==> src/rtl/alu_issue_sequencer.sv <==
// alu_issue_sequencer: issue-stage controller that drives the execute ALU control vector and sequences RSR ops.
// Optional macro ALU_SEQ_CFWD_EN forwards the committing carry instead of inserting a hazard bubble.
module alu_issue_sequencer #(
  parameter int RSR_CYCLES = 2
) (
  input  logic       clk,
  input  logic       reset_n,
  input  logic       in_valid,
  output logic       in_ready,
  input  logic [3:0] in_opcode,
  input  logic       in_s,
  input  logic       in_rsr,
  input  logic       in_keepv,
  input  logic       flag_c,
  input  logic [3:0] alu_flags,
  input  logic       stall,
  input  logic       flush,
  output logic [2:0] alu_op,
  output logic [2:0] cv_update,
  output logic       invert_b,
  output logic       reverse_inputs,
  output logic       alu_carry,
  output logic       prev_rsr_state,
  output logic       keep_v,
  output logic       ex_valid,
  output logic       flag_write,
  output logic       reg_write
);
  typedef enum logic [1:0] {IDLE, EXEC, RSR1, RSR2} state_t;
  state_t state, state_nx;
  logic       s_q, cmp_q, c_src, carry_hazard, accept, uses_c;
  logic [8:0] dec;
  if (RSR_CYCLES != 2) begin : g_rsr_cycles_unsupported
    $error("alu_issue_sequencer: only RSR_CYCLES == 2 is supported");
  end
  assign uses_c = in_opcode inside {4'b0101, 4'b0110, 4'b0111};
`ifdef ALU_SEQ_CFWD_EN
  logic unused_flags;
  assign unused_flags = ^{alu_flags[3:2], alu_flags[0]};
  assign c_src        = flag_write ? alu_flags[1] : flag_c;
  assign carry_hazard = 1'b0;
`else
  logic unused_flags;
  assign unused_flags = ^alu_flags;
  assign c_src        = flag_c;
  // flag_c is stale while a flag-setting op is still committing
  assign carry_hazard = in_valid & uses_c & s_q & ex_valid;
`endif
  // {alu_op, cv_update, invert_b, reverse_inputs, alu_carry}
  always_comb begin
    dec = 9'b100_000_1_0_0;
    case (in_opcode)
      4'b0000, 4'b1000: dec = 9'b000_000_0_0_0;
      4'b0001, 4'b1001: dec = 9'b001_000_0_0_0;
      4'b0010, 4'b1010: dec = 9'b010_101_1_0_1;
      4'b0011:          dec = 9'b010_101_1_1_1;
      4'b0100:          dec = 9'b010_110_0_0_0;
      4'b0101:          dec = {8'b010_110_0_0, c_src};
      4'b0110:          dec = {8'b010_101_1_0, c_src};
      4'b0111:          dec = {8'b010_101_1_1, c_src};
      4'b1011:          dec = 9'b010_100_0_0_0;
      4'b1100:          dec = 9'b011_000_0_0_0;
      4'b1101:          dec = 9'b100_000_0_0_0;
      4'b1110:          dec = 9'b000_000_1_0_0;
      default:          dec = 9'b100_000_1_0_0;
    endcase
  end
  assign in_ready       = ~stall & (state != RSR1) & ~carry_hazard;
  assign accept         = in_valid & in_ready & ~flush;
  assign ex_valid       = (state == EXEC) | (state == RSR2);
  assign prev_rsr_state = state == RSR2;
  assign flag_write     = ex_valid & s_q;
  assign reg_write      = ex_valid & ~cmp_q;
  always_comb begin
    state_nx = flush ? IDLE : stall ? state : (state == RSR1) ? RSR2 :
               accept ? (in_rsr ? RSR1 : EXEC) : IDLE;
  end
  always_ff @(posedge clk or negedge reset_n) begin
    if (!reset_n) begin
      state          <= IDLE;
      alu_op         <= '0;
      cv_update      <= '0;
      invert_b       <= 1'b0;
      reverse_inputs <= 1'b0;
      alu_carry      <= 1'b0;
      keep_v         <= 1'b0;
      s_q            <= 1'b0;
      cmp_q          <= 1'b0;
    end else begin
      state <= state_nx;
      if (accept) begin
        {alu_op, cv_update, invert_b, reverse_inputs, alu_carry} <= dec;
        keep_v <= in_keepv & (in_opcode == 4'b0100);
        s_q    <= in_s;
        cmp_q  <= in_opcode[3:2] == 2'b10;
      end
    end
  end
endmodule

==> config.mk <==
export PLATFORM = sky130hd
export DESIGN_NAME = alu_issue_sequencer
export DESIGN_NICKNAME = d
export VERILOG_FILES = /design/src/rtl/alu_issue_sequencer.sv
export SDC_FILE = /design/constraint.sdc
export NUM_CORES = 1
export LEC_CHECK = 0
export ABC_CLOCK_PERIOD_IN_PS = 4100
export BUFFER_PORTS_ARGS = -buffer_cell sky130_fd_sc_hd__buf_2
export CORE_MARGIN = 1.5
export CORE_UTILIZATION = 53
export CTS_BUF_LIST = sky130_fd_sc_hd__clkbuf_4 sky130_fd_sc_hd__clkbuf_8
export DETAILED_ROUTE_END_ITERATION = 8
export MAX_ROUTING_LAYER = met4
export PLACE_DENSITY = 0.95
export SKIP_LAST_GASP = 1
export SLEW_MARGIN = 20
export SYNTH_ARGS = -nofsm -noshare
export SYNTH_HDL_FRONTEND = slang
export SYNTH_SLANG_ARGS = --single-unit
==> constraint.sdc <==
create_clock -name clk -period 4.1 [get_ports clk]
set_input_delay 0.82 -clock clk [delete_from_list [all_inputs] [get_ports clk]]
set_output_delay 0.82 -clock clk [all_outputs]
set_load 0.02 [all_outputs]
== Word-level counts from Yosys, hierarchy flattened ==
Cells that the tools add are included.
Cells by class
  eq/ne operators: 20
  muxes and demuxes: 6
  bitwise logic cells: 15
  reduce and logical (&&, ||, !) cells: 5
Operators with widths (number)
  9-bit one-hot mux with 12 select lines: 1
  4-bit == test, second input constant: 7
  4-bit by 3-bit == test with 1-bit output, second input constant: 4
  1-bit bitwise AND: 10
  2-bit 2-to-1 mux: 5
  4-bit by 2-bit == test with 1-bit output, second input constant: 2
  2-bit == test, second input constant: 3
  2-bit OR reduction: 3
  4-bit by 1-bit == test with 1-bit output, second input constant: 1
  4-bit logical NOT: 1
  1-bit NOT: 4
  3-bit nonzero test: 1
  2-bit by 1-bit == test with 1-bit output, second input constant: 1
  2-bit by 1-bit inequality test with 1-bit output, second input constant: 1
  2-bit inequality test, second input constant: 1
  1-bit OR: 1
Storage, ports and cells
  flip-flop bits (word level): 14
  input port bits: 17
  output and inout port bits: 15
  word-level logic and storage cells: 55

== Logic depth before layout (Yosys ltp) ==
Gate-level depths: netlist (run 1).
  word-level depth: 13
  depth in mapped cells: 6
  mapped depth without buffers: 4

== Worst setup path before layout (run 1) ==
No wires, ideal clock.
  path kind: input to output
  start: in in_opcode[0]
  end: out in_ready
  data arrival time: 1434 ps
  data required time: 3280 ps
  path slack: 1846 ps
  stages: 4
  path buffers: 1
  cells stage by stage: buf_2 nor2_4 nand3b_4 o21a_1
Between the ends
  word-level cells in the longest chain between the ends: 7
  elaborated cells on any way between the ends: 9
  classes of those cells: eq/ne (3); bitwise (5); reduce/logical (1)
RTL lines
  from (decl): RTL line 10  | input logic [3:0] in_opcode,
  4-bit by 3-bit == test with 1-bit output: RTL line 36  | assign uses_c = in_opcode inside {4'b0101, 4'b0110, 4'b0111};
  3-bit nonzero test (*): RTL line 36
  1-bit bitwise AND (*) (3 in series): RTL line 47  | assign carry_hazard = in_valid & uses_c & s_q & ex_valid;
  1-bit NOT (*): RTL line 68  | assign in_ready = ~stall & (state != RSR1) & ~carry_hazard;
  1-bit bitwise AND (*): RTL line 68
  to (decl): RTL line 9  | output logic in_ready,
Mark *: on every way between the ends. The rest lies on a longest branch, timed or not.

== Worst setup path in the final report (run 1) ==
  start: in in_opcode[2]
  end: out in_ready
The elaborated chain is that of the path after synthesis.

==> summary.md, run 1 <==
| Metric | Value |
|---|---|
| Run status | `finished, final reports clean` |
| Gr usage total | `0.191` |
| Die width | `41.8 µm` |
| MaxCap Viol Count | `0` |
| Final Cell Area | `~950 µm²` |
| Period utilization | `0.612` |
| Drt drc | `0` |
| TritonCTS clock tree | `built` |
| Post-synth EDFFs | `0` |
| FILL cells | `about 110` |
| Worst setup path startpoint | `in_opcode[2]` |
| Root buf cell | `clkbuf_4` |
| CP Capture Type | `primary output` |
| Slew Limit Fails | `0` |
| Syn avg cell area | `~11 µm²` |
| Slew headroom | `0.791` |
| Crit path arrival time | `approximately 1.7 ns` |
| Io pins | `32` |
| P_leak | `around 0.00055 µW` |
| Die H | `about 42 µm` |
| Worst-Margin Slew | `roughly 0.31 ns` |
| Cts hold-fix bufs | `0` |
| Reg2Reg Capture Point | `reverse_inputs` |
| Largest net degree at the start of global routing | `15` |
| Worst-path clk slew | `about 0.09 ns` |
| Commonest cells after routing, fill and taps aside | `buf_2 (27), dfrtp_1 (14), inv_1 (6), nand2_1 (6), mux2_4 (6)` |
| Post-synth cell types | `26` |
| Final ANT Viol Nets | `0` |
| Top cell type's share of synthesized area | `0.438` |
| Setup bufs post-CTS | `0` |
| Largest cells by area after synthesis | `dfrtp_1 (44%), mux2_4 (11%), mux2_2 (5.6%)` |
| Global-route wire length before repair | `about 2.4 mm` |
| Fmax | `about 0.40 GHz` |
| CP endpoint | `in_ready` |
| Wire length per cell | `between 10 and 15 µm` |
| Fraction of layout cells with a size suffix above 1 | `0.469` |
| Crit-path most repeated cell | `buf_2` |
| Post-CTS resize count | `0` |
| Worst R2R Setup Slack | `~2.6 ns` |
| Slowest cell delay on critical path | `between 0.2 and 0.3 ns` |
| Slowest cell on the critical path | `nor2b_2` |
| Final WS setup | `about 1.6 ns` |
| Vias | `approximately 610` |
| Synth Flop Type | `dfrtp_1` |
| Synth Warn # | `0` |
| Vias per cell | `approximately 5.4` |
| Worst reg2reg startpoint | `state[0]` |
| Maximum vdd drop | `between 0.0002 and 0.00025 V` |
| Total global routing overflow | `0` |
| Hpwl dp | `1.10 mm` |
| Initial core utilization | `0.592` |
| Core ar. | `roughly 1400 µm²` |
| Clk Latency, worst-skew pair | `around 0.28 ns` |
| Final setup fails | `0` |
| Mapped Area | `800 µm²` |
| PortBufs | `27` |
| WS Path Type | `in2out` |
| #FFs+latches synth | `14` |
| First-pass detailed-route iteration total | `3` |
| Layout area overhead | `19.4%` |
| CTS sink count | `14` |
| Wirelength, routed | `around 1.4 mm` |
| Sequential-to-total area share from yosys stat | `0.438` |
| RSZ-0062 raised after global routing | `false` |
| Crit-path max FO | `11` |
| Post-Synthesis Cells | `just over 70` |
| Cell Pwr Density | `around 380 nW/µm²` |
| Clock Tree Buf Depth | `2` |
| GPL Wtd Cong | `approximately 0.85` |
| Required time of the critical path | `about 3.3 ns` |
| Synth area leader | `dfrtp_1` |
| TNS Setup | `0 ns` |
| Final Hold Viols | `0` |
| CTS H-tree depth | `1` |
| Initial antenna violation count | `0` |
| Total power draw | `~360 µW` |
| CP startpoint kind | `input pin` |
| Commonest non-fill, non-tap cell in the layout | `buf_2` |
| Drt first-iter violations | `4` |
| Num rows | `13` |
| Fin nets | `about 120` |
| Vias in the first global route | `567` |
| Post-place setup slack | `between 1.5 and 2 ns` |
| Hold Crit Class | `in2async` |
| Minimum clock period | `about 2.5 ns` |
| Die area | `between 1500 and 2000 µm²` |
| Crit path cell chain | `buf_2 -> nor2b_2 -> nand3b_4 -> o21a_1 -> buf_2` |
| Setup Skew | `~0.012 ns` |
| Syn_nets | `approximately 90` |
| FFs w/ async S/R, synth | `1.00` |
| N_diodes | `0` |
| Total CTS buffers | `3` |
| Reg2reg path depth | `4` |
| Post-placement cell area | `just over 900 µm²` |
-- kinds of logic after synthesis --
kind of cell,count (synthesis),synth area share
buffers and inverters,11,0.0720
and+or+nand+nor,23,0.194
DFF,14,0.438
AOI/OAI and AO/OA,11,0.0892
muxes,13,0.207
-- Yosys cell counts (2+ instances only) --
library cell and instances:
and2_1 2, and3_1 2, buf_6 2, clkbuf_1 2, dfrtp_1 14, inv_1 6
mux2_2 4, mux2_4 6, mux2i_1 3, nand2_1 6, nor2_1 4, nor2b_1 3
o21ai_0 5
-- routing by layer --
layer  wire (µm)  vias up  track usage
met4          10        0       0.0903
met2         685       22        0.300
met3          85        2       0.0522
li1            -      296            -
met1         645      288        0.226
met5           0        -            -
-- critical path, delay by kind of cell --
family                 cells  cell delay, ns
and+or+nand+nor            2            0.37
buffers and inverters      2            0.32
AOI/OAI and AO/OA          1            0.18
-- metrics by stage --
stage / util / instances / hold slack [ns]
final: 0.707 / 113 / 0.419
after global routing: 0.707 / 113 / 0.437
after floorplan: - / 72 / 0.474
after detailed placement: 0.680 / 109 / 0.488
after global placement: 0.680 / 109 / 0.485
after CTS: 0.707 / 113 / 0.425
-- power by group --
| part | internal (µW) | switching [µW] | total (µW) |
|---|---|---|---|
| Combinational | 42.1 | 55.0 | 97.1 |
| Sequential | 157 | 9.65 | 167 |
| Clock | 53.9 | 43.1 | 97.1 |
| Total | 253 | 108 | 361 |
-- final cells by class --
type / count / area (µm²) / area share
clock buffer: 4 / 36.3 / 0.0380
tap: 15 / 18.8 / 0.0197
sequential: 14 / 350 / 0.367
inverter: 6 / 22.5 / 0.0236
multi-input combinational: 47 / 392 / 0.410
timing repair buffer: 27 / 135 / 0.142
-- how the worst min path moves through the flow --
stage / endpoint / slack [ns] / depth (start not counted)
global placement: s_q / 0.48 / 1
floorplan: s_q / 0.47 / 1
global route: invert_b / 0.44 / 1
CTS: keep_v / 0.42 / 1
detailed placement: alu_op[2] / 0.49 / 1
finish: s_q / 0.42 / 1
-- state kept, by name, indices dropped and copies added (netlist names) --
register	cells
alu_op	3
alu_carry	1
keep_v	1
s_q	1
reverse_inputs	1
state	2
cv_update	3
invert_b	1
cmp_q	1
Note: power is estimated with default switching activity, not from simulation.
==> inputs of run 2 (changes only) <==
--- a/config.mk
+++ b/config.mk
@@ -5,14 +5,14 @@
 export SDC_FILE = /design/constraint.sdc
 export NUM_CORES = 1
 export LEC_CHECK = 0
-export ABC_CLOCK_PERIOD_IN_PS = 4100
+export ABC_CLOCK_PERIOD_IN_PS = 2000
 export BUFFER_PORTS_ARGS = -buffer_cell sky130_fd_sc_hd__buf_2
 export CORE_MARGIN = 1.5
-export CORE_UTILIZATION = 53
+export CORE_UTILIZATION = 44
 export CTS_BUF_LIST = sky130_fd_sc_hd__clkbuf_4 sky130_fd_sc_hd__clkbuf_8
 export DETAILED_ROUTE_END_ITERATION = 8
 export MAX_ROUTING_LAYER = met4
-export PLACE_DENSITY = 0.95
+export PLACE_DENSITY = 0.89
 export SKIP_LAST_GASP = 1
 export SLEW_MARGIN = 20
 export SYNTH_ARGS = -nofsm -noshare
==> constraint.sdc (replaced) <==
create_clock -name clk -period 2 [get_ports clk]
set_input_delay 0.4 -clock clk [delete_from_list [all_inputs] [get_ports clk]]
set_output_delay 0.4 -clock clk [all_outputs]
set_load 0.02 [all_outputs]
==> run 2 against run 1 <==
Effect of this change:
- worst setup slack lost 1.3 ns
- sequential share of layout area decreased by 0.47 points
- die area rose by 19%
- global-route usage shrank 2.4 points
- sequential cell count unchanged
- final cell count increased by 8.8%
- total power is 110% higher
- critical path type is now reg2out
==> summary.md, run 2 (synthesis gave the netlist of run 1 again) <==
| Metric | Value |
|---|---|
| Run status | `finished, final reports clean` |
| Total CTS buffers | `3` |
| Largest delay share family, worst path | `compound AO/OA/AOI/OAI gates` |
| Sequential share of power | `0.461` |
| Maximum vdd drop | `approximately 0.00038 V` |
| GPL Wtd Cong | `just under 0.7` |
| CTS sink count | `14` |
| Global-route wire length before repair | `about 2.3 mm` |
| First-pass detailed-route iteration total | `1` |
| Slowest cell on the critical path | `dfrtp_1` |
| MaxCap Viol Count | `0` |
| Wirelength, routed | `between 1 and 1.5 mm` |
| Gr usage total | `0.167` |
| Wire length per cell | `about 12 µm` |
| Top flop regs | `alu_op: 3 flops, cv_update: 3 flops, state: 2 flops` |
| Root buf cell | `clkbuf_4` |
| Crit path cell chain | `inv_1 -> a21oi_2 -> o21a_1 -> buf_2` |
| Crit path arrival time | `1.29 ns` |
| Cts hold-fix bufs | `0` |
| Required time of the critical path | `around 1.6 ns` |
| TritonCTS clock tree | `built` |
| CP Capture Type | `primary output` |
| Sw frac | `0.300` |
| Layout area overhead | `21.0%` |
| Cell Pwr Density | `approximately 770 nW/µm²` |
| Largest net degree at the start of global routing | `15` |
| Crit-path max FO | `4` |
| Die width | `45.6 µm` |
| Num rows | `15` |
| Slew headroom | `0.793` |
| Drt first-iter violations | `0` |
| Int Pwr | `520 µW` |
| Vias per cell | `approximately 4.8` |
| Clock power frac | `0.268` |
| Hold Crit Class | `in2async` |
| Slew Limit Fails | `0` |
| Die H | `45.6 µm` |
| Fin nets | `around 120` |
| Vias in the first global route | `534` |
| Fmax | `between 0.5 and 0.6 GHz` |
| PortBufs | `27` |
| Final ANT Viol Nets | `0` |
| WS Path Type | `reg2out` |
| P_leak | `0.000551 µW` |
| Minimum clock period | `1.69 ns` |
| Fraction of layout cells with a size suffix above 1 | `0.469` |
| N_diodes | `0` |
| Io pins | `32` |
| Slowest cell delay on critical path | `approximately 0.37 ns` |
| CP startpoint kind | `register` |
| Total global routing overflow | `0` |
| RSZ-0062 raised after global routing | `false` |
| Final setup fails | `0` |
| Final Hold Viols | `0` |
| Setup bufs post-CTS | `0` |
| Total power draw | `742 µW` |
| Worst-Margin Slew | `around 0.31 ns` |
| Switch Pwr | `~220 µW` |
| Core ar. | `around 1700 µm²` |
| Commonest cells after routing, fill and taps aside | `buf_2 (27), dfrtp_1 (14), inv_1 (6), nand2_1 (6), mux2_4 (6)` |
| Worst-path clk slew | `about 0.08 ns` |
| Critical path depth | `4` |
| WP buf/inv | `2` |
| Period utilization | `0.846` |
| Hpwl dp | `between 1 and 1.5 mm` |
| Clock Tree Buf Depth | `2` |
| TNS Setup | `0 ns` |
| Commonest non-fill, non-tap cell in the layout | `buf_2` |
| Setup Skew | `roughly 0.0022 ns` |
| Combinational share of power | `0.270` |
| Post-CTS resize count | `0` |
| Vias | `~600` |
| CTS H-tree depth | `1` |
| Clk Latency, worst-skew pair | `about 0.27 ns` |
| Drt drc | `0` |
| Die area | `2080 µm²` |
| Initial core utilization | `0.468` |
| Initial antenna violation count | `0` |
| Reg2reg path depth | `4` |
-- run 2: cell counts in the layout (fill, tap and decap cells not counted) --
No cell type changed its count.
-- run 2: layout make-up --
cell class / instances / area, µm²
Clock buffer: 4 / 36.3
Fill cell: 153 / 741
Inverter: 6 / 22.5
Multi-Input combinational cell: 47 / 392
Sequential cell: 14 / 350
Tap cell: 25 / 31.3
Timing Repair Buffer: 27 / 135
-- run 2: layer usage --
| layer | GRT usage | routed length (µm) | vias up |
|---|---|---|---|
| met4 | 0.106 | 31 | 0 |
| li1 | - | - | 299 |
| met1 | 0.199 | 680 | 270 |
| met2 | 0.254 | 703 | 16 |
| met3 | 0.0357 | 64 | 5 |
| met5 | - | 0 | - |
-- run 2: metrics by stage --
stage          utilization  instance area [µm²]  setup WS, ns  hold WS [ns]  cells
6_report             0.566                  967         0.309       0.00132    123
5_1_grt              0.566                  967         0.232        0.0196    123
4_1_cts              0.566                  967         0.301       0.00236    123
2_1_floorplan            -                  800         0.512         0.104     72
3_5_place_dp         0.545                  931         0.321         0.311    119
3_3_place_gp         0.545                  931         0.352         0.300    119
-- run 2: final timing paths --
check / start / endpoint / slack, ns
worst max-delay path: state[0] / in_ready / 0.31
worst min-delay path: reset_n / cv_update[1] / 0.001
worst max register to register: state[0] / keep_v / 0.49
worst min register to register: alu_op[0] / alu_op[0] / 0.51
max in group asynchronous: reset_n / alu_op[1] / 1.76
min in group clk: flush / state[0] / 0.31
-- run 2: power groups by stage --
stage / registers, µW / logic [µW] / clock network, µW
2_1_floorplan: 386 / 97.0 / 0
3_3_place_gp: 346 / 196 / 0
3_5_place_dp: 348 / 202 / 0
4_1_cts: 343 / 203 / 207
5_1_grt: 348 / 218 / 216
6_report: 342 / 201 / 199
-- run 2: worst register-to-register path: stages (launching register included) --
cell and delay [ns]:
dfrtp_1 0.37, inv_1 0.10, a21oi_2 0.25, nand4_4 0.30, mux2_4 0.39
==> inputs of run 3 (changes only) <==
--- a/config.mk
+++ b/config.mk
@@ -5,7 +5,8 @@
 export SDC_FILE = /design/constraint.sdc
 export NUM_CORES = 1
 export LEC_CHECK = 0
-export ABC_CLOCK_PERIOD_IN_PS = 2000
+export ABC_AREA = 1
+export ABC_CLOCK_PERIOD_IN_PS = 1400
 export BUFFER_PORTS_ARGS = -buffer_cell sky130_fd_sc_hd__buf_2
 export CORE_MARGIN = 1.5
 export CORE_UTILIZATION = 44
==> constraint.sdc (replaced) <==
create_clock -name clk -period 1.4 [get_ports clk]
set_input_delay 0.28 -clock clk [delete_from_list [all_inputs] [get_ports clk]]
set_output_delay 0.28 -clock clk [all_outputs]
set_load 0.02 [all_outputs]
==> run 3 against run 2 <==
Effect of this change:
- the run now ends with negative setup slack left
- cell area is 13% higher
- clock-buffer cell count did not move
- non-clock buffer count up 9
- sequential share of layout area decreased by 4.1 points
- total power increased by 42%
- worst setup slack worse by 0.36 ns
- first-iteration DRC count up 16
- register-to-register slack worse by 0.38 ns
- clock power is 47% higher
- global-route usage is 1.3 points higher
- critical path depth rose by 1
- highest routed layer unchanged
==> summary.md, run 3 <==
| Metric | Value |
|---|---|
| Required time of the critical path | `between 1 and 1.5 ns` |
| CTS sink count | `14` |
| Area used by multi-input combinational logic | `between 300 and 400 µm²` |
| Drt first-iter violations | `16` |
| TNS Setup | `-0.0490 ns` |
| Final ANT Viol Nets | `0` |
| Synth Warn # | `0` |
| Initial antenna violation count | `0` |
| Count leader, synth | `nand2_1` |
| Total CTS buffers | `3` |
| Run status | `complete, but fails checks` |
| Wire length per cell | `between 10 and 15 µm` |
| Total global routing overflow | `0` |
| Fin nets | `around 160` |
| Clk Latency, worst-skew pair | `~0.28 ns` |
| Maximum vdd drop | `around 0.00061 V` |
| Root buf cell | `clkbuf_4` |
| Die width | `around 46 µm` |
| Crit path arrival time | `~1.2 ns` |
| Synth Flop Type | `dfrtp_1` |
| Die area | `2080 µm²` |
| RSZ-0062 raised after global routing | `true` |
| Core ar. | `approximately 1700 µm²` |
| CP startpoint kind | `register` |
| Layout area overhead | `36.5%` |
| Failing checks | `negative setup slack` |
| Dpl cells | `152` |
| Slew Limit Fails | `0` |
| Commonest cells after routing, fill and taps aside | `nand2_1 (33), buf_2 (24), inv_1 (15)` |
| CP Capture Type | `primary output` |
| Drt drc | `0` |
| Vias | `slightly below 800` |
| Worst-path clk slew | `0.08 ns` |
| Hpwl dp | `1.19 mm` |
| Sequential share of power | `0.458` |
| Sequential-to-total area share from yosys stat | `0.439` |
| Post-Synthesis Cells | `100` |
| Syn_nets | `117` |
| Hold Crit Class | `in2reg` |
| Setup Skew | `about 0.0016 ns` |
| Crit-path max FO | `3` |
| Cell Pwr Density | `slightly below 1000 nW/µm²` |
| Slew headroom | `0.593` |
| P_leak | `0.000616 µW` |
| Syn avg cell area | `about 8.0 µm²` |
| Combinational share of power | `0.264` |
| Top flop regs | `alu_op: 3 flops, cv_update: 3 flops, state: 2 flops` |
| Final Hold Viols | `0` |
| Largest net degree at the start of global routing | `25` |
| First-pass detailed-route iteration total | `5` |
| Vias per cell | `approximately 4.8` |
| Vias in the first global route | `654` |
| Int Pwr | `just over 700 µW` |
| Die H | `between 40 and 50 µm` |
| Post-layout util | `0.638` |
| Worst-Margin Slew | `roughly 0.61 ns` |
| MaxCap Viol Count | `0` |
| Total power draw | `roughly 1100 µW` |
| Initial core utilization | `0.467` |
| Largest cells by area after synthesis | `dfrtp_1 (44%), nand2_1 (16%), o21ai_2 (12%)` |
| Clock Tree Buf Depth | `2` |
| Commonest non-fill, non-tap cell in the layout | `nand2_1` |
| PortBufs | `27` |
| Synth cell count leaders | `nand2_1 (34), inv_1 (15), dfrtp_1 (14), o21ai_2 (11), nor2_1 (6)` |
| Layout Cells excl Fill | `between 150 and 200` |
| Final WS setup | `-0.0490 ns` |
| #FFs+latches synth | `14` |
| Post-synth EDFFs | `0` |
| Wirelength, routed | `1.78 mm` |
| Minimum clock period | `about 1.4 ns` |
| Post-synth cell types | `17` |
| Mapped Area | `~800 µm²` |
| Global-route wire length before repair | `about 2.6 mm` |
| N_diodes | `0` |
| Sequential Area | `~350 µm²` |
| WS Path Type | `reg2out` |
| Io pins | `32` |
| Clock power frac | `0.278` |
| Fmax | `0.690 GHz` |
| Synth area leader | `dfrtp_1` |
| Fraction of layout cells with a size suffix above 1 | `0.439` |
| TritonCTS clock tree | `built` |
| Final setup fails | `1` |
| Sw frac | `0.318` |
| Period utilization | `1.03` |
| Num rows | `15` |
| GPL Wtd Cong | `0.833` |
| Switch Pwr | `335 µW` |
| Top cell type's share of synthesized area | `0.439` |
| FILL cells | `between 100 and 150` |
| Min Hold Slack | `between 0.2 and 0.25 ns` |
| Gr usage total | `0.180` |
| FFs w/ async S/R, synth | `1.00` |
| CTS H-tree depth | `1` |
[run 3: metrics by stage]
step	area, µm²	setup WS (ns)
after floorplan	798	0.244
after global placement	961	0.0492
after detailed placement	961	0.0246
after CTS	1050	-0.0762
after global routing	1090	-0.114
final	1090	-0.0490
[run 3: kinds of logic (layout without fill, tap and decap cells)]
family          Yosys count  count (layout)  share of synthesized area
compound gates           18              18                      0.182
buf+inv                  19              56                      0.108
simple gates             49              51                      0.271
flops                    14              14                      0.439
[run 3: metal layers]
layer	GRT usage	vias to the layer above	routed length [µm]
li1	-	390	-
met1	0.211	370	806
met2	0.301	27	843
met3	0.0238	2	99
met4	0.0882	0	27
met5	-	-	0
[run 3: cell type report]
type	instances	area share
Multi-Input combinational cell	69	0.363
Sequential cell	14	0.321
Timing Repair Buffer	36	0.199
Inverter	16	0.0551
Clock buffer	4	0.0333
Tap cell	25	0.0287
[run 3: power by group through the flow]
| stage | logic (µW) | clock network, µW | registers, µW |
|---|---|---|---|
| after floorplan | 119 | 0 | 535 |
| after global placement | 254 | 0 | 486 |
| after detailed placement | 260 | 0 | 488 |
| after CTS | 271 | 294 | 480 |
| after global routing | 306 | 312 | 487 |
| final | 278 | 293 | 482 |
[run 3: repair_timing]
action | in CTS | in global routing
buffers inserted | 5 | 0
pin swaps | 4 | 3
cloned | 0 | 2
setup endpoints to repair | 1 | 16
hold buffers | 1 | 0
endpoints found under the hold margin | 14 | 0
resized for setup | 3 | 5
[run 3: worst max-delay path, cell delays in order, from the launching register on]
cell and delay, ns:
dfrtp_1 0.40, nand2_2 0.08, nor2_2 0.09, nand2_2 0.06, and2_4 0.13, buf_6 0.12
[run 3: worst paths after layout]
check,from,end,slack [ns],cells after the start
worst max-delay path,state[0],in_ready,-0.05,5
worst min-delay path,in_s,s_q,0.23,3
worst max register to register,state[0],cv_update[2],0.11,7
worst min register to register,alu_carry,alu_carry,0.49,2
max in group asynchronous,reset_n,cmp_q,0.77,2
min in group asynchronous,reset_n,invert_b,0.40,2
